### config.mk
export PLATFORM = sky130hd
export DESIGN_NAME = wb_write_queue
export DESIGN_NICKNAME = d
export VERILOG_FILES = /design/src/rtl/wb_write_queue_pkg.sv /design/src/rtl/wb_fifo.sv /design/src/rtl/wb_write_queue.sv
export SDC_FILE = /design/constraint.sdc
export NUM_CORES = 1
export LEC_CHECK = 0
export ABC_AREA = 1
export CAP_MARGIN = 0
export CELL_PAD_IN_SITES_DETAIL_PLACEMENT = 0
export CELL_PAD_IN_SITES_GLOBAL_PLACEMENT = 1
export CORE_MARGIN = 8
export CORE_UTILIZATION = 43
export DETAILED_ROUTE_END_ITERATION = 7
export HOLD_SLACK_MARGIN = 0.05
export PLACE_DENSITY_LB_ADDON = 0.15
export SLEW_MARGIN = 20
export SYNTH_ARGS = -nofsm -noshare
export SYNTH_HDL_FRONTEND = slang
export SYNTH_SLANG_ARGS = --single-unit
### constraint.sdc
create_clock -name clk -period 6.2 [get_ports clk]
set_clock_uncertainty 0.1 [all_clocks]
set_input_delay 1.86 -clock clk [delete_from_list [all_inputs] [get_ports clk]]
set_output_delay 1.86 -clock clk [all_outputs]
set_load 0.005 [all_outputs]
### src/rtl/wb_write_queue_pkg.sv
// wb_write_queue_pkg
//   Shared definitions for the write-back queue slice.
//   Macros: `WORD_W (result width), `WORD (result range), `XZR (zero
//   register index), `REG_ADDR_W (register index width).
//   Package: WORD_W / XZR_IDX constants and the is_xzr() helper.
//   Compile this file first so the macros are visible to the other files.
`ifndef WB_DEFINITIONS_SV
`define WB_DEFINITIONS_SV
`define WORD_W 32
`define WORD [`WORD_W-1:0]
`define XZR 31
`define REG_ADDR_W 5
`endif

package wb_write_queue_pkg;
   localparam int WORD_W  = `WORD_W;
   localparam int XZR_IDX = `XZR;

   // Writes to the zero register are architecturally discarded.
   function automatic logic is_xzr(input int rd);
      return rd == XZR_IDX;
   endfunction
endpackage

### src/rtl/wb_fifo.sv
// wb_fifo
//   Generic synchronous FIFO. Besides the normal head output it exposes the
//   whole storage array, a per-slot valid mask and the head pointer so a
//   parent can search pending entries in age order.
//   Ports:
//     clk, reset        clock, synchronous active-high reset (pointers/count)
//     push, wr_data     enqueue request (ignored when full)
//     pop               dequeue request (ignored when empty)
//     rd_data           current head entry
//     count             occupancy, 0..DEPTH
//     entries           flattened storage, slot i at [i*WIDTH +: WIDTH]
//     valid             slot i holds a pending entry
//     head_ptr          slot index of the oldest entry
module wb_fifo #(
   parameter int DEPTH = 4,
   parameter int WIDTH = 37
) (
   input  logic                     clk,
   input  logic                     reset,
   input  logic                     push,
   input  logic [WIDTH-1:0]         wr_data,
   input  logic                     pop,
   output logic [WIDTH-1:0]         rd_data,
   output logic [$clog2(DEPTH):0]   count,
   output logic [DEPTH*WIDTH-1:0]   entries,
   output logic [DEPTH-1:0]         valid,
   output logic [$clog2(DEPTH)-1:0] head_ptr
);
   localparam int PW = $clog2(DEPTH);
   localparam int CW = PW + 1;
   localparam logic [PW-1:0] PTR_ONE = PW'(1);
   localparam logic [CW-1:0] CNT_ONE = CW'(1);

   logic [WIDTH-1:0] mem [DEPTH];
   logic [PW-1:0]    wr_ptr;
   logic [PW-1:0]    rd_ptr;
   logic             do_push;
   logic             do_pop;
   logic [PW-1:0]    off;

   assign do_push  = push && (count != CW'(DEPTH));
   assign do_pop   = pop && (count != '0);
   assign rd_data  = mem[rd_ptr];
   assign head_ptr = rd_ptr;

   // Pointers wrap naturally because DEPTH is a power of two.
   always_ff @(posedge clk) begin
      if (reset) begin
         wr_ptr <= '0;
         rd_ptr <= '0;
         count  <= '0;
      end else begin
         if (do_push) wr_ptr <= wr_ptr + PTR_ONE;
         if (do_pop)  rd_ptr <= rd_ptr + PTR_ONE;
         case ({do_push, do_pop})
            2'b10:   count <= count + CNT_ONE;
            2'b01:   count <= count - CNT_ONE;
            default: count <= count;
         endcase
      end
   end

   always_ff @(posedge clk) begin
      if (do_push) mem[wr_ptr] <= wr_data;
   end

   for (genvar g = 0; g < DEPTH; g++) begin : g_flat
      assign entries[g*WIDTH +: WIDTH] = mem[g];
   end

   // A slot is live when its distance from the head is below the occupancy.
   always_comb begin
      valid = '0;
      off   = '0;
      for (int i = 0; i < DEPTH; i++) begin
         off      = PW'(i) - rd_ptr;
         valid[i] = CW'(off) < count;
      end
   end
endmodule

### src/rtl/wb_write_queue.sv
// wb_write_queue
//   Buffers completed results from the write-back stage and replays them as
//   at most one register-file write per cycle, in strict arrival order.
//   Results targeting the zero register are accepted but never stored.
//   Optional macro WB_FORWARD_EN: combinational lookup of the youngest
//   pending value (queue entries, then the output register) for two decode
//   read addresses. Without it the forward outputs are tied to zero.
//   Ports:
//     clk, reset                          clock, synchronous active-high reset
//     in_valid, in_ready, in_rd, in_data  result input handshake
//     hold                                suppress issuing a write this cycle
//     reg_write, write_register, write_data  registered regfile write port
//     fwd_reg1/2, fwd_hit1/2, fwd_data1/2    forwarding lookup
//     count                               queue occupancy
`ifndef WB_DEFINITIONS_SV
`define WB_DEFINITIONS_SV
`define WORD_W 32
`define WORD [`WORD_W-1:0]
`define XZR 31
`define REG_ADDR_W 5
`endif

module wb_write_queue
   import wb_write_queue_pkg::*;
#(
   parameter int DEPTH  = 4,
   parameter int ADDR_W = `REG_ADDR_W
) (
   input  logic                   clk,
   input  logic                   reset,
   input  logic                   in_valid,
   output logic                   in_ready,
   input  logic [ADDR_W-1:0]      in_rd,
   input  logic `WORD             in_data,
   input  logic                   hold,
   output logic                   reg_write,
   output logic [ADDR_W-1:0]      write_register,
   output logic `WORD             write_data,
   input  logic [ADDR_W-1:0]      fwd_reg1,
   input  logic [ADDR_W-1:0]      fwd_reg2,
   output logic                   fwd_hit1,
   output logic                   fwd_hit2,
   output logic `WORD             fwd_data1,
   output logic `WORD             fwd_data2,
   output logic [$clog2(DEPTH):0] count
);
   localparam int PW    = $clog2(DEPTH);
   localparam int CW    = PW + 1;
   localparam int WIDTH = ADDR_W + WORD_W;

   logic                   push;
   logic                   pop;
   logic [WIDTH-1:0]       head;
   logic [DEPTH*WIDTH-1:0] q_entries;
   logic [DEPTH-1:0]       q_valid;
   logic [PW-1:0]          head_ptr;

   // Readiness looks only at the pre-edge count: a full queue refuses even
   // when a pop frees a slot on the same edge.
   assign in_ready = count < CW'(DEPTH);
   assign push     = in_valid && in_ready && !is_xzr(int'(in_rd));
   assign pop      = (count != '0) && !hold;

   wb_fifo #(
      .DEPTH (DEPTH),
      .WIDTH (WIDTH)
   ) u_fifo (
      .clk      (clk),
      .reset    (reset),
      .push     (push),
      .wr_data  ({in_rd, in_data}),
      .pop      (pop),
      .rd_data  (head),
      .count    (count),
      .entries  (q_entries),
      .valid    (q_valid),
      .head_ptr (head_ptr)
   );

   // Address/data keep their last value when no write issues.
   always_ff @(posedge clk) begin
      if (reset) begin
         reg_write      <= 1'b0;
         write_register <= '0;
         write_data     <= '0;
      end else begin
         reg_write <= pop;
         if (pop) begin
            write_register <= head[WIDTH-1 -: ADDR_W];
            write_data     <= head[WORD_W-1:0];
         end
      end
   end

`ifdef WB_FORWARD_EN
   // Scan oldest to youngest so later matches override earlier ones; the
   // output register is older than anything still queued.
   function automatic logic [WORD_W:0] lookup(input logic [ADDR_W-1:0] r);
      logic [WORD_W:0] res;
      logic [PW-1:0]   idx;
      logic [WIDTH-1:0] e;
      res = '0;
      idx = '0;
      e   = '0;
      if (!is_xzr(int'(r))) begin
         if (reg_write && write_register == r) res = {1'b1, write_data};
         for (int k = 0; k < DEPTH; k++) begin
            idx = head_ptr + PW'(k);
            e   = q_entries[int'(idx)*WIDTH +: WIDTH];
            if (q_valid[idx] && e[WIDTH-1 -: ADDR_W] == r) res = {1'b1, e[WORD_W-1:0]};
         end
      end
      return res;
   endfunction

   always_comb begin
      {fwd_hit1, fwd_data1} = lookup(fwd_reg1);
      {fwd_hit2, fwd_data2} = lookup(fwd_reg2);
   end
`else
   logic unused_fwd;
   assign unused_fwd = ^{fwd_reg1, fwd_reg2, q_entries, q_valid, head_ptr};
   assign fwd_hit1   = 1'b0;
   assign fwd_hit2   = 1'b0;
   assign fwd_data1  = '0;
   assign fwd_data2  = '0;
`endif
endmodule

# Word-level counts from Yosys, hierarchy flattened
# Memories as Yosys holds them, arrays and structs flattened. A register that Yosys moved wholly into a read port is not among the register bits.
# Cells that the tools add are included.
# totals
regBits	8
ram_bits	148
inputBits	51
out_inout_bits	108
wordCells	26
n_memories	1
# memory_table
memory	words	width	rd	rd_clocked_by_memory_dff	wr	line_no	text
u_fifo.mem	4	37	1	1	1	wb_fifo.sv:34	logic [WIDTH-1:0] mem [DEPTH];
# op_classes
add_sub_neg	4
order_cmp	1
n_eq_ne	4
muxes	3
reduce_logical	9
# op_table
cell	n
one-hot mux 3 bit (2 select lines)	1
== test 5 x 1 -> 1 bit (second input constant)	1
logical AND 1 bit	5
adder 2 x 1 -> 2 bit (second input constant)	2
adder 3 x 1 -> 3 bit (second input constant)	1
< comparator 3 bit (second input constant)	1
inequality test 3 bit (second input constant)	1
nonzero test 3 bit	1
subtractor 3 x 1 -> 3 bit (second input constant)	1
== test 2 x 1 -> 1 bit (second input constant)	1
== test 2 bit (second input constant)	1
logical NOT 1 bit	2
2-to-1 mux 1 bit	2
nonzero test 2 bit	1

# Longest topological paths before layout
# depth
depth_word	6
depth_mapped	14
depth_no_buf	13

# Cells and area by module
# A second synthesis with hierarchy kept.
# hier_totals
cells_unflattened	764
area_unflattened_um2	8314.2
# modules_own_cells
module	n_inst	cells_per_inst	area_each_um2	seq_area_each_um2
wb_fifo	1	442	6085.8	4624.4
wb_write_queue	1	322	2228.4	760.7

# Worst setup path after synthesis
# Ideal clock, no wire load.
# synth_path
kind	input to register
startpoint	input in_rd[0]
endpoint	memory u_fifo.mem[0][0] (enable)
setup_time_ns	0.431
arrival_ns	3.784
required_ns	5.669
slack_ns	1.885
cell_stages	5
path_buffers	0
cell_sequence	nand2_1 > nor2_1 > nor2_1 > inv_1 > nor2_1
# synth_via
elab_chain_cells	6
# synth_rtl
item	line_no	text
from (decl)	wb_write_queue.sv:33	input logic [ADDR_W-1:0] in_rd,
== test 5 x 1 -> 1 bit	wb_write_queue_pkg.sv:21	return rd == XZR_IDX;
logical NOT 1 bit	wb_write_queue.sv:61	assign push = in_valid && in_ready && !is_xzr(int'(in_rd));
logical AND 1 bit	wb_write_queue.sv:61	
logical AND 1 bit	wb_fifo.sv:41	assign do_push = push && (count != CW'(DEPTH));
2-to-1 mux 1 bit	wb_fifo.sv:64	if (do_push) mem[wr_ptr] <= wr_data;
2-to-1 mux 1 bit (implied by the code)	wb_fifo.sv:64	
to (decl)	wb_fifo.sv:34	
# Every way passes these cells.

# Worst setup path after layout
# layout_path
startpoint	input in_rd[1]
endpoint	memory u_fifo.mem[1][16] (enable)
# The elaborated chain is that of the path after synthesis.

==> flow_summary_export.csv <==
group,metric,value,unit
clocking,cts_resized,0,
routing,wl_per_cell,13.1,um
setup_path,crit_path_end_kind,"flip-flop",
synth,synthXorXnorAreaFrac,0,
worst_hold_path,hp-class,"reg -> reg",
synth,netlist_instances,960,
synth,async_flop_share,0,
timing,worst_slew_pin_slew,1.05,ns
clocking,postCtsSetupRepairBufs,0,
synth,synth_edf_count,148,
run_status,run_status,"complete, no violations",
power_and_ir_drop,power.density,388,mW/mm^2
routing,finalWirelength,17.1,mm
routing,dr.pass1.iters,4,
timing,period_share,0.645,
routing,via_count,5498,
clocking,clk_latency,0.43,ns
timing,setup_ws,2.20,ns
global_routing,grt_use_total,0.139,
die,start_util,0.435,
synth,synthMostInstantiatedCell,"nand2_1",
placed_design,placed_area,0.00948,sq mm
global_routing,grt_first_pass_wirelength,26.7,mm
clocking,numCtsBuffers,17,
power_and_ir_drop,leakage,4.68,nW
synth,syn_area,0.00875,sq mm
setup_path,cp-start-kind,"primary input",
synth,synth_simple_gate_area_share,0.202,
final_layout,diodes,0,
setup_path,path_delay_family,"buffers and inverters",
setup_path,crit_path_cell_trace,"clkdlybuf4s50_1 > nand3_1 > nor2_1 > nor2_1 > inv_1 > nor2_4 > buf_4",
synth,synth_top_area_share,0.508,
global_routing,grt_pass1_vias,5132,
timing,setup-violations-final,0,
clocking,cts_htree_levels,4,
die,die-area,0.0252,sq mm
synth,yosysSeqAreaShare,0.611,
die,dieHeight,159,um
setup_path,crit_arrival,4.00,ns
global_routing,antenna_found_initial,1,
synth,synth_top_cell_by_area,"edfxtp_1",
timing,slew_headroom,0.297,
timing,hold_viol_final,0,
routing,vias_per_cell,4.20,
global_routing,grt_max_degree,79,
die,ios,159,
synth,synth-compound-area-share,0.00343,
routing,post-route-drc-count,0,
final_layout,nets,1084,
synth,muxShareOfSynthArea,0,
clocking,clockRootBuffer,"clkbuf_16",
die,coreArea,0.0201,sq mm
setup_path,cp_max_fo,22,
final_layout,area_growth,16.2,%
die,fp-row-count,52,
power_and_ir_drop,peakVddDrop,210,uV
final_layout,fin_area,0.0102,sq mm
synth,synth.area.top_cells,"edfxtp_1 (51%), nand2_1 (12%), dfxtp_1 (10%), inv_1 (8.7%), buf_4 (6.3%)",
clocking,cts_tree,"yes",
synth,yosysUniqueCellTypes,20,
routing,postRouteAntennaNets,0,
setup_path,cp_slowest_cell,"nor2_4",
setup_path,cp_num_buf_inv,3,
global_routing,grt_overflow,0,
flow_run,maxCapViolCount,0,
clocking,hold_buffers,0,
synth,ys_warn_count,0,
synth,synth_ff_type,"edfxtp_1",
timing,finalCriticalPeriod,4.00,ns
placed_design,port_buffers,82,
setup_path,max_stage_delay,0.62,ns
synth,synthTopCellsByCount,"nand2_1 (273), inv_1 (203), edfxtp_1 (148)",
synth,yosys.area_share.adder,0.00944,
clocking,cts_buffer_depth,2,
placed_design,place_ws,1.71,ns
timing,rsz0062_at_grt,"false",
timing,fmax,250,MHz
timing,drv_slew,0,
placed_design,gpl.final_weighted_congestion,0.700,
setup_path,path_common_cell,"nor2_1",
clocking,cts.sinks,193,
setup_path,worstSetupPathType,"in -> reg",
synth,yosys_register_bits,193,
synth,synth_top_family_by_area,"simple AND/OR/NAND/NOR gates",
placed_design,hpwl,10.0,mm
clocking,clk_pin_slew,0.07,ns
synth,avgSynthCellArea,9.11,sq um
timing,tns,0,ns
setup_path,required,6.21,ns
final_layout,layout-drive-gt1-share,0.0442,
routing,drt_iter0_markers,257,
die,die_w,159,um
==> cells by family (layout without fill, tap and decap cells) <==
group / Yosys count / after routing
DFF: 193 / 193
AOI/OAI and AO/OA: 6 / 6
buffers and inverters: 310 / 325
and+or+nand+nor: 444 / 444
other: 1 / 66
adders and majority gates: 6 / 6
==> registers in the layout, summed over array words and instances, names as in the netlist <==
name / count
u_fifo.mem: 148
write_data: 32
write_register: 5
u_fifo.count: 3
u_fifo.head_ptr: 2
u_fifo.wr_ptr: 2
reg_write: 1
==> layout by cell type, fill, tap and decap left out, types with 2 or more instances in the layout <==
master and instances:
a21oi_1 3, conb_1 66, ha_1 5, o21ai_0 3
nor2_4 4, inv_1 203, clkdlybuf4s50_1 82, inv_2 3
buf_4 4, bufinv_16 6, clkinv_4 3, clkinvlp_4 2
edfxtp_1 148, nand2_1 273, nor2_1 86, inv_8 2
clkbuf_16 17, nand3_1 80, dfxtp_1 43
==> per-stage QoR <==
step	hold WS [ns]	utilization	power, mW	std cells
global route	0.441	0.506	4.20	1310
global placement	0.404	0.472	2.75	1278
finish	0.412	0.506	3.94	1310
floorplan	0.397	-	2.42	1025
CTS	0.416	0.506	4.00	1310
detailed placement	0.404	0.472	2.76	1278
==> routing by layer <==
| layer | GRT usage | wire length [um] |
|---|---|---|
| met5 | 0 | 13 |
| met4 | 0.0485 | 248 |
| met3 | 0.0326 | 1060 |
| met2 | 0.238 | 8370 |
| met1 | 0.170 | 7430 |
==> tightest hold or removal path, stage by stage (launching register included) <==
cell and delay (ns):
dfxtp_1 0.31, inv_1 0.04, nand2_1 0.04, nand2_1 0.05, nor2_1 0.03
==> cell type report <==
cell class | instances | area [sq um]
Fill cell | 1925 | 9940
Multi-Input combinational cell | 522 | 2160
Sequential cell | 193 | 5350
Clock buffer | 17 | 425
Timing Repair Buffer | 86 | 851
Clock inverter | 15 | 256
Inverter | 207 | 779
Tap cell | 270 | 338
==> report_power, final <==
group | internal [mW] | switching [mW] | total (mW)
clock network | 0.763 | 0.477 | 1.24
registers | 1.60 | 0.136 | 1.74
logic | 0.406 | 0.559 | 0.965
total | 2.77 | 1.17 | 3.94
==> path summary, 6_finish.rpt <==
check,start,to,slack (ns),depth (start not counted)
min reg2reg,write_data[14],write_data[14],0.41,4
max,in_rd[1],u_fifo.mem[1][16],2.20,7
min,write_data[14],write_data[14],0.41,4
max reg2reg,u_fifo.count[0],u_fifo.count[2],3.55,12
Power figures use the tool's default switching activity.
